$ cat src/rtl/hello_msg_streamer_if.sv
// Byte-stream handshake bundle between the message streamer and its consumer.
// The master drives data/valid/last; the slave answers with ready.
interface hello_msg_streamer_if;
    logic [7:0] data;
    logic       valid;
    logic       last;
    logic       ready;

    modport master (
        output data,
        output valid,
        output last,
        input  ready
    );

    modport slave (
        input  data,
        input  valid,
        input  last,
        output ready
    );
endinterface

$ cat src/rtl/hello_msg_streamer.sv
// Streams "Hello World" REPEAT times on a valid/ready bus, GAP_CYCLES idle between.
// Define HELLO_MSG_CRLF_EN to append CR LF (13-byte message, last on LF).
module hello_msg_streamer #(
    parameter int REPEAT     = 3,
    parameter int GAP_CYCLES = 2
) (
    input  logic                        clock,
    input  logic                        reset_n,
    input  logic                        start,
    hello_msg_streamer_if.master        bus,
    output logic                        busy,
    output logic                        done,
    output logic [7:0]                  msg_cnt
);

`ifdef HELLO_MSG_CRLF_EN
    localparam int LEN = 13;
`else
    localparam int LEN = 11;
`endif

    localparam logic [3:0] LAST_IDX = 4'(LEN - 1);
    localparam logic [7:0] REP8     = 8'(REPEAT);
    localparam logic [7:0] GAP8     = 8'(GAP_CYCLES);

    typedef enum logic [1:0] {
        IDLE,
        SEND,
        GAP,
        DONE
    } state_e;

    state_e     state_q, state_d;
    logic [3:0] idx_q, idx_d;
    logic [7:0] gap_q, gap_d;
    logic [7:0] msg_cnt_q, msg_cnt_d;
    logic [7:0] data_q, data_d;
    logic       valid_q, valid_d;
    logic       last_q, last_d;
    logic       busy_q, busy_d;
    logic       done_q, done_d;

    logic       accept;
    logic [7:0] msg_inc;
    logic [3:0] idx_nxt;

    function automatic logic [7:0] msg_byte(input logic [3:0] i);
        logic [7:0] b;
        case (i)
            4'd0:    b = 8'h48;
            4'd1:    b = 8'h65;
            4'd2:    b = 8'h6C;
            4'd3:    b = 8'h6C;
            4'd4:    b = 8'h6F;
            4'd5:    b = 8'h20;
            4'd6:    b = 8'h57;
            4'd7:    b = 8'h6F;
            4'd8:    b = 8'h72;
            4'd9:    b = 8'h6C;
            4'd10:   b = 8'h64;
            4'd11:   b = 8'h0D;
            4'd12:   b = 8'h0A;
            default: b = 8'h00;
        endcase
        return b;
    endfunction

    assign accept  = valid_q && bus.ready;
    assign msg_inc = msg_cnt_q + 8'd1;
    assign idx_nxt = idx_q + 4'd1;

    always_comb begin
        state_d   = state_q;
        idx_d     = idx_q;
        gap_d     = gap_q;
        msg_cnt_d = msg_cnt_q;
        data_d    = data_q;
        valid_d   = valid_q;
        last_d    = last_q;
        busy_d    = busy_q;
        done_d    = 1'b0;
        unique case (state_q)
            IDLE: begin
                if (start) begin
                    state_d   = SEND;
                    idx_d     = 4'd0;
                    msg_cnt_d = 8'd0;
                    data_d    = msg_byte(4'd0);
                    valid_d   = 1'b1;
                    last_d    = 1'b0;
                    busy_d    = 1'b1;
                end
            end
            SEND: begin
                if (accept) begin
                    if (idx_q != LAST_IDX) begin
                        idx_d  = idx_nxt;
                        data_d = msg_byte(idx_nxt);
                        last_d = (idx_nxt == LAST_IDX);
                    end else begin
                        msg_cnt_d = msg_inc;
                        idx_d     = 4'd0;
                        last_d    = 1'b0;
                        // REPEAT of zero means stream until reset
                        if (REPEAT != 0 && msg_inc == REP8) begin
                            state_d = DONE;
                            valid_d = 1'b0;
                            busy_d  = 1'b0;
                            done_d  = 1'b1;
                        end else if (GAP_CYCLES != 0) begin
                            state_d = GAP;
                            gap_d   = 8'd0;
                            valid_d = 1'b0;
                        end else begin
                            data_d = msg_byte(4'd0);
                        end
                    end
                end
            end
            GAP: begin
                if (gap_q == GAP8 - 8'd1) begin
                    state_d = SEND;
                    idx_d   = 4'd0;
                    data_d  = msg_byte(4'd0);
                    valid_d = 1'b1;
                    last_d  = 1'b0;
                end else begin
                    gap_d = gap_q + 8'd1;
                end
            end
            DONE: begin
                state_d = IDLE;
            end
        endcase
    end

    always_ff @(posedge clock) begin
        if (!reset_n) begin
            state_q   <= IDLE;
            idx_q     <= 4'd0;
            gap_q     <= 8'd0;
            msg_cnt_q <= 8'd0;
            data_q    <= 8'h00;
            valid_q   <= 1'b0;
            last_q    <= 1'b0;
            busy_q    <= 1'b0;
            done_q    <= 1'b0;
        end else begin
            state_q   <= state_d;
            idx_q     <= idx_d;
            gap_q     <= gap_d;
            msg_cnt_q <= msg_cnt_d;
            data_q    <= data_d;
            valid_q   <= valid_d;
            last_q    <= last_d;
            busy_q    <= busy_d;
            done_q    <= done_d;
        end
    end

    assign bus.data  = data_q;
    assign bus.valid = valid_q;
    assign bus.last  = last_q;
    assign busy      = busy_q;
    assign done      = done_q;
    assign msg_cnt   = msg_cnt_q;

endmodule

$ cat src/flat_wrapper.sv
// flat-port wrapper written by rule: the top's interface ports become plain ports
module hello_msg_streamer_flat 
#(
    parameter int REPEAT     = 3,
    parameter int GAP_CYCLES = 2
)
  (clock, reset_n, start, busy, done, msg_cnt, bus_data, bus_valid, bus_last, bus_ready);
  hello_msg_streamer_if bus_i ();
  input  logic clock;
  input  logic reset_n;
  input  logic start;
  output logic busy;
  output logic done;
  output logic [7:0] msg_cnt;
  output wire logic [$bits(bus_i.data)-1:0] bus_data;
  output wire logic [$bits(bus_i.valid)-1:0] bus_valid;
  output wire logic [$bits(bus_i.last)-1:0] bus_last;
  input wire logic [$bits(bus_i.ready)-1:0] bus_ready;
  assign bus_data = bus_i.data;
  assign bus_valid = bus_i.valid;
  assign bus_last = bus_i.last;
  assign bus_i.ready = bus_ready;
  hello_msg_streamer #(.REPEAT(REPEAT), .GAP_CYCLES(GAP_CYCLES)) u_core (.clock(clock), .reset_n(reset_n), .start(start), .bus(bus_i), .busy(busy), .done(done), .msg_cnt(msg_cnt));
endmodule
$ cat config.mk
export PLATFORM = sky130hd
export DESIGN_NAME = hello_msg_streamer_flat
export DESIGN_NICKNAME = d
export VERILOG_FILES = /design/src/rtl/hello_msg_streamer_if.sv /design/src/rtl/hello_msg_streamer.sv /design/src/flat_wrapper.sv
export SDC_FILE = /design/constraint.sdc
export NUM_CORES = 1
export LEC_CHECK = 0
export ABC_AREA = 0
export CORE_ASPECT_RATIO = 0.8
export CORE_MARGIN = 2
export CORE_UTILIZATION = 55
export DETAILED_ROUTE_END_ITERATION = 6
export DONT_BUFFER_PORTS = 1
export GPL_TIMING_DRIVEN = 0
export PLACE_DENSITY_LB_ADDON = 0.05
export SKIP_LAST_GASP = 1
export SLEW_MARGIN = 0
export SYNTH_ARGS = -nofsm -noshare
export SYNTH_HDL_FRONTEND = slang
export SYNTH_SLANG_ARGS = --single-unit
$ cat constraint.sdc
create_clock -name clock -period 2.25 [get_ports clock]
set_clock_uncertainty 0.2 [all_clocks]
set_input_delay 0.45 -clock clock [delete_from_list [all_inputs] [get_ports clock]]
set_output_delay 0.45 -clock clock [all_outputs]
set_load 0.02 [all_outputs]
* Yosys cells after proc, flatten, opt, wreduce, memory -nomap -nowiden
Memories as Yosys holds them, arrays and structs flattened. Index checks and enable logic that the tools add are counted.
Cells by class: mux-type cells 40, equality and inequality tests 15, reduce and logical (&&, ||, !) cells 13, bitwise operators 3, $add $sub $neg 3
Operator list (count):
- $mux W8 | 11
- $pmux W8 S2 | 2
- $pmux W8 S3 | 1
- $reduce_and A5 Y1 | 4
- $add A8 B1 Y8 const B | 2
- $mux W4 | 4
- $mux W1 | 13
- $pmux W4 S3 | 1
- $reduce_and A4 Y1 | 3
- $eq A8 B1 Y1 const B | 1
- $eq A8 B2 Y1 const B | 1
- $mux W2 | 4
- $ne A2 B1 Y1 const B | 4
- $ne A2 B2 Y1 const B | 4
- $pmux W2 S4 | 1
- $pmux W1 S3 | 2
- $add A4 B1 Y4 const B | 1
- $eq A2 B2 Y1 const B | 2
- $eq A4 B4 Y1 const B | 1
- $ne A4 B4 Y1 const B | 1
- $reduce_bool A2 Y1 | 2
- $reduce_or A4 Y1 | 1
- $not A1 Y1 | 3
- $reduce_bool A3 Y1 | 1
- other kinds (4) | 4
Storage, ports and cells: bits in read-only memories 112, memories 1, bits in registers 34, word-level logic and storage cells 84
Memories:
- (no name shown) | depth 16, width 7, rd ports 1, clocked after Yosys merged registers in 0, write ports 0, RTL line hello_msg_streamer.sv:49 | case (i)

* Longest topological paths before layout
depth in word-level cells 6, depth in mapped cells 8, mapped depth without buffers 7

* Worst setup path after synthesis
OpenSTA, ideal clock, no wires.
kind flip-flop to flip-flop, start point register u_core.msg_cnt_q[0] (netlist: u_core.msg_cnt[0]), end point register u_core.gap_q[2], setup time 0.116 ns, arrival time 1.789 ns, cell stages (with the launch flop) 7, buffers on the path 0, slack 0.145 ns, period minus slack after synthesis 2.105 ns, required time 1.934 ns, path through dfxtp_1 ha_1 nand2_2 nor3_1 nor4_4 a41o_1 o211a_1
On the way: longest elaborated chain between the ends 4
Ends and longest elaborated chain:
- start, declared | RTL line hello_msg_streamer.sv:36 | logic [7:0] msg_cnt_q, msg_cnt_d;
- start signal, assigned | RTL line hello_msg_streamer.sv:152 | msg_cnt_q <= msg_cnt_d;
- $add A8 B1 Y8 | RTL line hello_msg_streamer.sv:69 | assign msg_inc = msg_cnt_q + 8'd1;
- $eq A8 B2 Y1 | RTL line hello_msg_streamer.sv:105 | if (REPEAT != 0 && msg_inc == REP8) begin
- $ne A2 B2 Y1 (no source line)
- $reduce_and A5 Y1 (no source line)
- end signal, assigned | RTL line hello_msg_streamer.sv:151 | gap_q <= gap_d;
- end, declared | RTL line hello_msg_streamer.sv:35 | logic [7:0] gap_q, gap_d;
Every way passes these cells. A chain may end at the register's enable or synchronous reset.

* Final worst setup path
Same ends and word-level chain as after synthesis.

==> results_dict.tcl <==
set metrics [dict create \
    io_buffer_count 0 \
    detailedRoute.firstPassIterationCount 4 \
    critPathSlowestCell "sky130_fd_sc_hd__dfxtp_2" \
    grt.overflow.total 0 \
    vdd_ir_drop_max_v 0.000529 \
    fmax_ghz 0.470 \
    critPathCaptureType "register" \
    io-pin-count 24 \
    detailed_place.area_um2 2090 \
    portion_of_netlist_area_occupied_by_mux_cells 0.0203 \
    post_synth_instance_area_um2 2030 \
    clock_sinks 33 \
    cts_buffer_depth 2 \
    die_height_um 58.4 \
    synth.lib_cells_used.distinct 61 \
    drt_drc_violations_left 0 \
    num_antenna_cells 0 \
    postSynthAreaPerCell_um2 8.62 \
    number_of_enable_type_register_cells_in_the_synthesized_netlist 0 \
    post_route_cells_drive_above_1_share 0.173 \
    cts-hold-fix-buffers 0 \
    timing.max_cap.violations 0 \
    antenna_found_initial 0 \
    grt.total_usage 0.234 \
    internal-power_mw 0.985 \
    crit_type "register to register" \
    warnings_synthesis 0 \
    crit_path_start "u_core.msg_cnt[0]$_SDFFE_PN0P_" \
    slowest_delay_ns 0.46 \
    async_reset_ff_frac 0 \
    detailedPlacementHpwl_um 3410 \
    clk_transition_reported_paths_ns 0.07 \
    cts_post_setup_buffers_inserted 0 \
    data_arrival_time_of_the_critical_path_ns 2.09 \
    synth-main-ff-cell "sky130_fd_sc_hd__dfxtp_1" \
    worst_skew_pair.late_latency_ns 0.28 \
    layout.cells.non_filler 285 \
    cts_tree "yes" \
    postSynthRegisterBits 33 \
    crit_path_start_kind "register" \
    seq_area_frac_synth 0.325 \
    cts_root_buffer "sky130_fd_sc_hd__clkbuf_8" \
    synth-adder-area-share 0.0738 \
    cellPowerDensity_nw_per_um2 572 \
    final.hold.worst_slack_ns 0.286 \
    synth.net_count 252 \
    place_inst 278 \
    rsz0062_at_grt "no" \
    total_power_mw 1.28 \
    critical_path_required_ns 2.22 \
    finalWirelength_um 4630 \
    dr_total_vias 1742 \
    post-route-period-util 0.945 \
    final.fill_count 308 \
    postLayoutCellArea_um2 2230 \
    route.antenna.remaining_nets 0 \
    netlist_instances 236 \
    finalWorstPathRequiredPeriod_ns 2.13 \
    cts_inserted_buffers 5 \
    swShare 0.228 \
    crit_path_cell_trace "ha_2 > nand2_2 > nor3_1 > nor4_4 > a41o_1 > o211a_1" \
    detailed_router_s_first_iteration_violation_count 117 \
    die_area_um2 4200 \
    core-area_um2 3490 \
    main_combinational_cell_family_by_area_after_synthesis "compound AO/OA/AOI/OAI gates" \
    global_route_wire_length_before_repair_um 7610 \
    finalWeightedCongestion 1.00 \
    result_of_the_run "finished, final reports clean" \
    leakage_nw 0.878 \
    die_x_um 72.0 \
    initial_core_util 0.582 \
    synth-xor-area-share 0.0246 \
    utilization 0.638 \
    critPathMaxFanout 7 \
    combinational_cell_fraction_of_total_power 0.067 \
    worstRegToRegCells 6 \
    worstReg2RegEnd "u_core.gap_q[2]$_SDFFE_PN0P_" \
    post-place-ws_ns -0.106 \
    clock_group_share_of_total_power 0.454 \
    timing.hold.worst.start "u_core.gap_q[5]$_SDFFE_PN0P_" \
    finalMaxSlewViolations 0 \
    avgViaCountPerCell 6.11 \
    areaGrowthSynthToFinish_pct 9.72 \
    avgRoutedWirePerCell_um 16.2 \
    share_seq_of_total_power 0.479 \
    hp-class "register to register" \
    synth_compound_area_frac 0.252 \
    largest_net_degree_at_the_start_of_global_routing 11 \
    floorplan.rows 19 \
    final-hold-violation-count 0 \
    timing.final.ws_setup_ns 0.123 \
    cts_htree_levels 2 \
    synth-simple-area-share 0.242 \
    totalNegativeSetupSlack_ns 0 \
    p_sw_mw 0.291 \
    regToRegSetupSlack_ns 0.12 \
    reg2reg_from "u_core.msg_cnt[0]$_SDFFE_PN0P_" \
    crit_end "u_core.gap_q[2]$_SDFFE_PN0P_" \
    num-nets-final 258 \
    report.final.setup_viol 0 \
    grt_pass1_vias 1564 \
]
## worst max-delay path, delay by kind of cell (launching register included)
kind,cells,cell delay [ns]
compound gates,2,0.53
fa+ha+maj,1,0.30
flops,1,0.46
simple gates,3,0.52
## placed cells by master, fill, tap and decap left out, drive strengths merged, types with 2 or more instances in the layout
cell type,Yosys,layout
xor2,2,2
mux2i,3,3
nand4,3,3
dfxtp,33,33
nand2,18,18
o21ai,24,24
a21boi,4,4
xnor2,2,2
nor2b,9,9
a21o,4,4
a31oi,11,11
a41o,2,2
a21oi,8,8
inv,8,8
and3,4,4
nand2b,5,5
o211a,4,4
nand3b,3,3
buf,9,9
ha,12,12
nand3,13,13
o21a,4,4
nor2,14,14
o22ai,3,3
clkbuf,5,11
nor3,9,9
## cells by family after synthesis
logic type               Yosys count
AO/OA/AOI/OAI                     75
XOR/XNOR                           4
adder cells (fa/ha/maj)           12
buffers and inverters             22
flip-flops                        33
multiplexers                       4
other                              1
AND/OR/NAND/NOR                   85
## power by group through the flow
stage	Sequential (mW)	Clock (mW)	Combinational, mW
2_1_floorplan	0.622	0	0.0635
3_3_place_gp	0.624	0	0.0797
3_5_place_dp	0.625	0	0.0817
4_1_cts	0.611	0.581	0.0827
5_1_grt	0.612	0.621	0.0935
6_report	0.611	0.579	0.0860
## cells in the mapped netlist (2+ instances only)
library cell / instances / share of area
sky130_fd_sc_hd__clkbuf_1: 4 / 0.0074
sky130_fd_sc_hd__nand4_1: 2 / 0.0062
sky130_fd_sc_hd__and3_1: 4 / 0.012
sky130_fd_sc_hd__nor3_1: 8 / 0.020
sky130_fd_sc_hd__a21o_1: 4 / 0.015
sky130_fd_sc_hd__o21ai_1: 9 / 0.022
sky130_fd_sc_hd__mux2i_1: 3 / 0.015
sky130_fd_sc_hd__buf_6: 3 / 0.017
sky130_fd_sc_hd__o21ai_0: 15 / 0.037
sky130_fd_sc_hd__a21oi_1: 8 / 0.020
sky130_fd_sc_hd__nand3b_1: 3 / 0.011
sky130_fd_sc_hd__o22ai_1: 2 / 0.0062
sky130_fd_sc_hd__a31oi_1: 11 / 0.034
sky130_fd_sc_hd__ha_1: 12 / 0.074
sky130_fd_sc_hd__buf_4: 2 / 0.0074
sky130_fd_sc_hd__o211a_1: 4 / 0.020
sky130_fd_sc_hd__dfxtp_1: 33 / 0.32
sky130_fd_sc_hd__nand3_1: 12 / 0.030
sky130_fd_sc_hd__nand2b_1: 4 / 0.012
sky130_fd_sc_hd__a21boi_1: 3 / 0.011
sky130_fd_sc_hd__inv_1: 8 / 0.015
sky130_fd_sc_hd__o21a_1: 4 / 0.015
sky130_fd_sc_hd__nor2b_1: 9 / 0.028
sky130_fd_sc_hd__nand2_1: 17 / 0.031
sky130_fd_sc_hd__nor2_1: 13 / 0.024
sky130_fd_sc_hd__buf_2: 4 / 0.0098
## repair_timing
action | CTS | global route
pin swaps | 0 | 1
gates resized for setup | 7 | 5
endpoints found under the setup margin | 16 | 18
## state kept, by name, indices dropped and copies added, names as in the netlist
| name | cells |
|---|---|
| u_core.bus.data | 7 |
| u_core.bus.last | 1 |
| u_core.bus.valid | 1 |
| u_core.busy | 1 |
| u_core.done | 1 |
| u_core.gap_q | 8 |
| u_core.idx_q | 4 |
| u_core.msg_cnt | 8 |
| u_core.state_q | 2 |
## layer usage
| layer | share of wire | vias up | GRT usage |
|---|---|---|---|
| met1 | 0.49 | 818 | 0.333 |
| met3 | 0.068 | 4 | 0.0668 |
| met5 | 0 | - | 0 |
| met2 | 0.44 | 53 | 0.353 |
| li1 | - | 867 | - |
| met4 | 0.0060 | 0 | 0.0539 |
## worst min-delay path by stage
stage / cells past startpoint / slack, ns / to
global placement: 1 / 0.28 / u_core.gap_q[6]$_SDFFE_PN0P_
floorplan: 1 / 0.25 / u_core.gap_q[7]$_SDFFE_PN0P_
CTS: 1 / 0.28 / u_core.gap_q[5]$_SDFFE_PN0P_
global route: 1 / 0.31 / u_core.gap_q[5]$_SDFFE_PN0P_
finish: 1 / 0.29 / u_core.gap_q[5]$_SDFFE_PN0P_
detailed placement: 1 / 0.28 / u_core.gap_q[5]$_SDFFE_PN0P_
## layout make-up
type	count	area, µm²	share of cell area
buffer	13	87.6	0.0393
sequential	33	666	0.298
clock inverter	1	30.0	0.0135
inverter	8	30.0	0.0135
clock buffer	7	86.3	0.0387
multi-input combinational	181	1280	0.573
tap	42	52.6	0.0236
No activity file was read; power rests on OpenSTA's default activity.
